==> config.mk <==
export PLATFORM = sky130hd
export DESIGN_NAME = double_to_float
export DESIGN_NICKNAME = d
export VERILOG_FILES = /design/src/rtl/fp_pkg.sv /design/src/rtl/shift_right_sticky.sv /design/src/rtl/double_to_float.sv
export SDC_FILE = /design/constraint.sdc
export NUM_CORES = 1
export LEC_CHECK = 0
export ABC_CLOCK_PERIOD_IN_PS = 7650
export BUFFER_PORTS_ARGS = -buffer_cell sky130_fd_sc_hd__buf_2
export CORE_MARGIN = 2
export CORE_UTILIZATION = 50
export CTS_CLUSTER_DIAMETER = 120
export DETAILED_ROUTE_END_ITERATION = 16
export GPL_TIMING_DRIVEN = 0
export PLACE_DENSITY = 0.73
export SLEW_MARGIN = 10
export SYNTH_ARGS = -nofsm -noshare
export SYNTH_HDL_FRONTEND = slang
export SYNTH_SLANG_ARGS = --single-unit
==> constraint.sdc <==
create_clock -name clk_i -period 7.65 [get_ports clk_i]
set_input_delay 2.295 -clock clk_i [delete_from_list [all_inputs] [get_ports clk_i]]
set_output_delay 2.295 -clock clk_i [all_outputs]
set_load 0.005 [all_outputs]
==> src/rtl/fp_pkg.sv <==
// Shared FPU format constants and converter state encoding for the
// float<->double conversion stages.
package fp_pkg;

  localparam int unsigned DBL_EXP_W = 11;
  localparam int unsigned DBL_MAN_W = 52;
  localparam int unsigned FLT_EXP_W = 8;
  localparam int unsigned FLT_MAN_W = 23;

  localparam int DBL_BIAS = 1023;
  localparam int FLT_BIAS = 127;
  localparam logic signed [11:0] REBIAS = 12'sd896;

  localparam logic [DBL_EXP_W-1:0] DBL_EXP_ONES = 11'h7FF;
  localparam logic [FLT_EXP_W-1:0] FLT_EXP_ONES = 8'hFF;

  typedef enum logic [1:0] {
    ST_IDLE,
    ST_CLASSIFY,
    ST_ROUND,
    ST_OUTPUT
  } cvt_state_e;

  typedef enum logic [2:0] {
    CLS_QNAN,
    CLS_SNAN,
    CLS_INF,
    CLS_ZERO,
    CLS_SUB,
    CLS_OVF,
    CLS_NORM,
    CLS_TINY
  } cvt_class_e;

endpackage

==> src/rtl/shift_right_sticky.sv <==
// 53-bit logical right shift by 0..55, returning the shifted value plus the
// first shifted-out bit (guard) and the OR of all later shifted-out bits (sticky).
module shift_right_sticky (
  input  logic [52:0] val_i,
  input  logic [5:0]  sh_i,
  output logic [52:0] val_o,
  output logic        guard_o,
  output logic        sticky_o
);

  logic [107:0] ext;

  assign ext      = {val_i, 55'd0} >> sh_i;
  assign val_o    = ext[107:55];
  assign guard_o  = ext[54];
  assign sticky_o = |ext[53:0];

endmodule

==> src/rtl/double_to_float.sv <==
// binary64 -> binary32 narrowing converter, round-to-nearest-even, IEEE flags.
// Fixed 4-state FSM: result valid 3 cycles after accept, held until out_ready_i.
module double_to_float
  import fp_pkg::*;
(
  input  logic        clk_i,
  input  logic        rst_ni,
  input  logic        in_valid_i,
  output logic        in_ready_o,
  input  logic [63:0] double_i,
  output logic        out_valid_o,
  input  logic        out_ready_i,
  output logic [31:0] float_o,
  output logic        nan_exception_o,
  output logic        overflow_o,
  output logic        underflow_o,
  output logic        inexact_o
);

  cvt_state_e  state_q, state_d;
  cvt_class_e  cls_q, cls_d;
  logic [63:0] dbl_q, dbl_d;
  logic [7:0]  exp_q, exp_d;
  logic [5:0]  sh_q, sh_d;
  logic [31:0] float_q, float_d;
  logic        nan_q, nan_d, ovf_q, ovf_d, unf_q, unf_d, inx_q, inx_d;

  logic               sign;
  logic [10:0]        e_fld;
  logic [51:0]        f_fld;
  logic signed [11:0] exp_calc;
  logic [52:0]        shr_val;
  logic               shr_guard, shr_sticky;
  logic [30:0]        base, rounded;
  logic               g, st, inc, rnd_ovf;

  assign sign     = dbl_q[63];
  assign e_fld    = dbl_q[62:52];
  assign f_fld    = dbl_q[51:0];
  assign exp_calc = $signed({1'b0, e_fld}) - REBIAS;

  shift_right_sticky u_shr (
    .val_i    ({1'b1, f_fld}),
    .sh_i     (sh_q),
    .val_o    (shr_val),
    .guard_o  (shr_guard),
    .sticky_o (shr_sticky)
  );

  // Tiny operands are shifted by at least 30, so the shifter output fits in the mantissa field.
  always_comb begin
    if (cls_q == CLS_TINY) begin
      base = 31'(shr_val);
      g    = shr_guard;
      st   = shr_sticky;
    end else begin
      base = {exp_q, f_fld[51:29]};
      g    = f_fld[28];
      st   = |f_fld[27:0];
    end
    inc     = g & (st | base[0]);
    rounded = base + {30'd0, inc};
    rnd_ovf = (rounded[30:23] == FLT_EXP_ONES);
  end

  always_ff @(posedge clk_i or negedge rst_ni) begin
    if (!rst_ni) state_q <= ST_IDLE;
    else         state_q <= state_d;
  end

  always_comb begin
    state_d = state_q;
    case (state_q)
      ST_IDLE:     if (in_valid_i) state_d = ST_CLASSIFY;
      ST_CLASSIFY: state_d = ST_ROUND;
      ST_ROUND:    state_d = ST_OUTPUT;
      ST_OUTPUT:   if (out_ready_i) state_d = ST_IDLE;
      default:     state_d = ST_IDLE;
    endcase
  end

  always_comb begin
    in_ready_o  = (state_q == ST_IDLE);
    out_valid_o = (state_q == ST_OUTPUT);
  end

  always_comb begin
    dbl_d   = dbl_q;
    cls_d   = cls_q;
    exp_d   = exp_q;
    sh_d    = sh_q;
    float_d = float_q;
    nan_d   = nan_q;
    ovf_d   = ovf_q;
    unf_d   = unf_q;
    inx_d   = inx_q;
    case (state_q)
      ST_IDLE: if (in_valid_i) dbl_d = double_i;
      ST_CLASSIFY: begin
        exp_d = exp_calc[7:0];
        sh_d  = (exp_calc < -12'sd25) ? 6'd55 : (6'd30 - exp_calc[5:0]);
        if (e_fld == DBL_EXP_ONES) begin
          if (f_fld == '0)    cls_d = CLS_INF;
          else if (f_fld[51]) cls_d = CLS_QNAN;
          else                cls_d = CLS_SNAN;
        end else if (e_fld == '0) begin
          cls_d = (f_fld == '0) ? CLS_ZERO : CLS_SUB;
        end else if (exp_calc >= 12'sd255) begin
          cls_d = CLS_OVF;
        end else if (exp_calc >= 12'sd1) begin
          cls_d = CLS_NORM;
        end else begin
          cls_d = CLS_TINY;
        end
      end
      ST_ROUND: begin
        nan_d = 1'b0;
        ovf_d = 1'b0;
        unf_d = 1'b0;
        inx_d = 1'b0;
        case (cls_q)
          CLS_QNAN: float_d = {sign, FLT_EXP_ONES, f_fld[51:29]};
          CLS_SNAN: begin
            float_d = {sign, FLT_EXP_ONES, 1'b1, f_fld[50:29]};
            nan_d   = 1'b1;
          end
          CLS_INF:  float_d = {sign, FLT_EXP_ONES, 23'd0};
          CLS_ZERO: float_d = {sign, 31'd0};
          CLS_SUB: begin
            float_d = {sign, 31'd0};
            unf_d   = 1'b1;
            inx_d   = 1'b1;
          end
          CLS_OVF: begin
            float_d = {sign, FLT_EXP_ONES, 23'd0};
            ovf_d   = 1'b1;
            inx_d   = 1'b1;
          end
          CLS_NORM: begin
            if (rnd_ovf) begin
              float_d = {sign, FLT_EXP_ONES, 23'd0};
              ovf_d   = 1'b1;
              inx_d   = 1'b1;
            end else begin
              float_d = {sign, rounded};
              inx_d   = g | st;
            end
          end
          default: begin
            float_d = {sign, rounded};
            inx_d   = g | st;
            unf_d   = g | st;
          end
        endcase
      end
      default: ;
    endcase
  end

  always_ff @(posedge clk_i or negedge rst_ni) begin
    if (!rst_ni) begin
      dbl_q   <= '0;
      cls_q   <= CLS_ZERO;
      exp_q   <= '0;
      sh_q    <= '0;
      float_q <= '0;
      nan_q   <= 1'b0;
      ovf_q   <= 1'b0;
      unf_q   <= 1'b0;
      inx_q   <= 1'b0;
    end else begin
      dbl_q   <= dbl_d;
      cls_q   <= cls_d;
      exp_q   <= exp_d;
      sh_q    <= sh_d;
      float_q <= float_d;
      nan_q   <= nan_d;
      ovf_q   <= ovf_d;
      unf_q   <= unf_d;
      inx_q   <= inx_d;
    end
  end

  assign float_o         = float_q;
  assign nan_exception_o = nan_q;
  assign overflow_o      = ovf_q;
  assign underflow_o     = unf_q;
  assign inexact_o       = inx_q;

endmodule
==> flow_metrics.tcl <==
set metrics [dict create \
    drive_above_1_share_pct 25.1 \
    dieWidth_microns 149 \
    syn_avg_cell_area_sq_um 9.12 \
    yosysTopAreaCellShare_pct 27.9 \
    hpwlAfterDp_microns 36300 \
    drtIter0Drc 1634 \
    numClockSinks 119 \
    drv_slew 0 \
    peakVddDrop_mv 0.320 \
    worst_clock_skew_ps 9.11 \
    pwr-share-seq_pct 20.6 \
    synth_area_sq_um 10500 \
    internal-power_mw 3.11 \
    syn2layout_area_growth_pct 14.1 \
    cts_buffer_depth 2 \
    grt_first_pass_wirelength_microns 69000 \
    root_buffer "clkbuf_16" \
    dieArea_sq_um 22200 \
    tightest_slew_ps 1180 \
    antenna_left 0 \
    postCtsSetupBuffers 0 \
    p_clk_share_pct 11.6 \
    totalWireLength_microns 46900 \
    hold_buffers 0 \
    multi_input_area_sq_um 6980 \
    final_cells 1564 \
    synth_cells 1151 \
    arrival_ps 6850 \
    synth_enable_flop_cells 0 \
    core_sq_um 20800 \
    crit_type "reg -> reg" \
    p_switching_mw 3.75 \
    detailroute.via_count 11000 \
    synth_area_leaders "dfrtp_1 (28%), mux2_2 (11%), mux4_2 (7.5%), mux2i_1 (5.8%), nand2_1 (4.7%)" \
    start_util_pct 50.4 \
    p_per_area_nw_per_um2 572 \
    io-pin-count 106 \
    hold_viol 0 \
    cap_violations 0 \
    drt-vias-per-instance 7.05 \
    ys_async_sr_fraction_pct 100 \
    antenna_cells 0 \
    cts_tree "yes" \
    fin_crit_sh_pct 85.5 \
    critical_path_required_ps 7960 \
    grt_pass1_vias 10600 \
    io_buffers 105 \
    num_rows 53 \
    end_kind "flop" \
    synthFlopType "dfrtp_1" \
    crit_fanout 10 \
    insertion_delay_ps 430 \
    nets 1354 \
    min_period_ps 6540 \
    grt_max_degree 62 \
    slew_headroom_pct 20.6 \
    cts_made_buffers 17 \
    combinationalPowerShare_pct 67.8 \
    track_usage_pct 42.6 \
    rsz0062_at_grt "false" \
    holdWs_ps 496 \
    fmax_mhz 153 \
    dp.cells 1532 \
    hold_path_class "reg -> reg" \
    firstDrtPassIters 7 \
    path_clk_slew_ps 70 \
    fill_cells 1879 \
    overflow 0 \
    cts_repair_resize_count 0 \
    p_sw_share_pct 54.7 \
    cp_cell_sequence "clkbuf_1, buf_1, buf_1, buf_1, clkbuf_1, clkbuf_1, buf_1, nor2_1, nor4b_1, nand4b_1, a221oi_1, o211a_1, nor2_1, o211ai_1, a21oi_1" \
    cp_slowest_cell "buf_1" \
    tns_ps 0 \
    status "finished, final reports clean" \
    critPathLaunchType "flop" \
    cpPeakStageDelay_ps 760 \
    netlist.top_cell.by_area "dfrtp_1" \
    routedWlPerCell_microns 30.0 \
    cts.htree.levels 4 \
    seq_area_sq_um 2980 \
    setup_viol 0 \
    die_h_microns 149 \
    ys_top_cells_by_count "nand2_1 (131), dfrtp_1 (117), mux2_2 (105), nor2_1 (76), clkbuf_1 (63)" \
    yosysSeqAreaShare_pct 28.4 \
    drc_errors 0 \
    gp_congestion 1.13 \
    yosysUniqueCellTypes 83 \
    p_total_mw 6.86 \
    synth-seq-cells 119 \
    cpMostUsedCell "buf_1" \
    p_leak_nw 4.89 \
    yosysWarnings 0 \
    yosysMostFrequentCell "nand2_1" \
    antenna_found_initial 2 \
    synthesis.nets 1229 \
]
-- sequential cells by signal (all words and copies together), names as in the netlist --
register,flops
exp_q,8
cls_q,3
dbl_q,64
sh_q,6
inexact_o,1
nan_exception_o,1
underflow_o,1
overflow_o,1
state_q,2
float_o,32
-- final timing paths --
check | from | depth (start not counted) | endpoint | slack, ps
worst max-delay path | sh_q[2] | 15 | underflow_o | 1110
worst min-delay path | float_o[28] | 1 | float_o[28] | 500
worst max register to register | sh_q[2] | 15 | underflow_o | 1110
min in group asynchronous | rst_ni | 1 | float_o[8] | 1810
worst min register to register | float_o[28] | 1 | float_o[28] | 500
max in group asynchronous | rst_ni | 2 | exp_q[7] | 5140
-- power by group through the flow --
stage / registers [mW] / clock network, mW / logic [mW]
floorplan: 1.20 / 0 / 2.93
global placement: 1.38 / 0 / 4.37
finish: 1.41 / 0.798 / 4.65
global route: 1.44 / 0.829 / 4.82
CTS: 1.38 / 0.805 / 4.39
detailed placement: 1.39 / 0 / 4.37
-- placed cells by master (no fill, tap or decap), drive strengths merged, types with 15 or more instances in the layout --
master	instances
o221ai	17
nand2	131
mux2i	61
o21ai	69
o22ai	18
a22oi	15
o211ai	16
buf	136
mux2	105
dfrtp	117
inv	22
clkbuf	82
a21oi	32
nor2	76
mux4	35
nand3	34
nor3	25
nor4	22
nand4	16
xnor2	20
-- final cells by class --
cell class / instances / area share (%)
Tap cell: 275 / 2.87
Sequential cell: 119 / 24.9
Multi-Input combinational cell: 918 / 58.3
Buffer: 93 / 3.84
Timing Repair Buffer: 106 / 4.67
Inverter: 21 / 0.658
Clock buffer: 19 / 3.78
Clock inverter: 13 / 1.02
-- per-stage QoR --
step                      cell area (sq um)  util [%]  setup slack, ps
final                                 12000      57.5             1110
after global routing                  12000      57.5              857
after CTS                             12000      57.5             1490
after detailed placement              11400      54.8             1510
after global placement                11400      54.6             1400
after floorplan                       10500         -             3230
-- routing by layer --
layer	global-route usage [%]	up-vias	wire length, microns
met5	0.909	-	13
li1	-	4672	-
met4	25.9	2	3460
met1	56.1	5286	18500
met3	14.5	225	5830
met2	60.1	837	19100
-- kinds of logic after synthesis --
family	Yosys count	synth area share, %
flops	119	28.4
buf+inv	114	5.14
simple gates	401	19.5
fa+ha+maj	10	1.19
mux	201	24.6
compound gates	275	18.6
xor+xnor	31	2.59
-- worst max-delay path: cells and delay by family (launching register included) --
kind,cells,cell delay [ps]
compound gates,4,910
buf+inv,7,3940
simple gates,4,1160
flops,1,400
(Power assumes the default switching activity.)
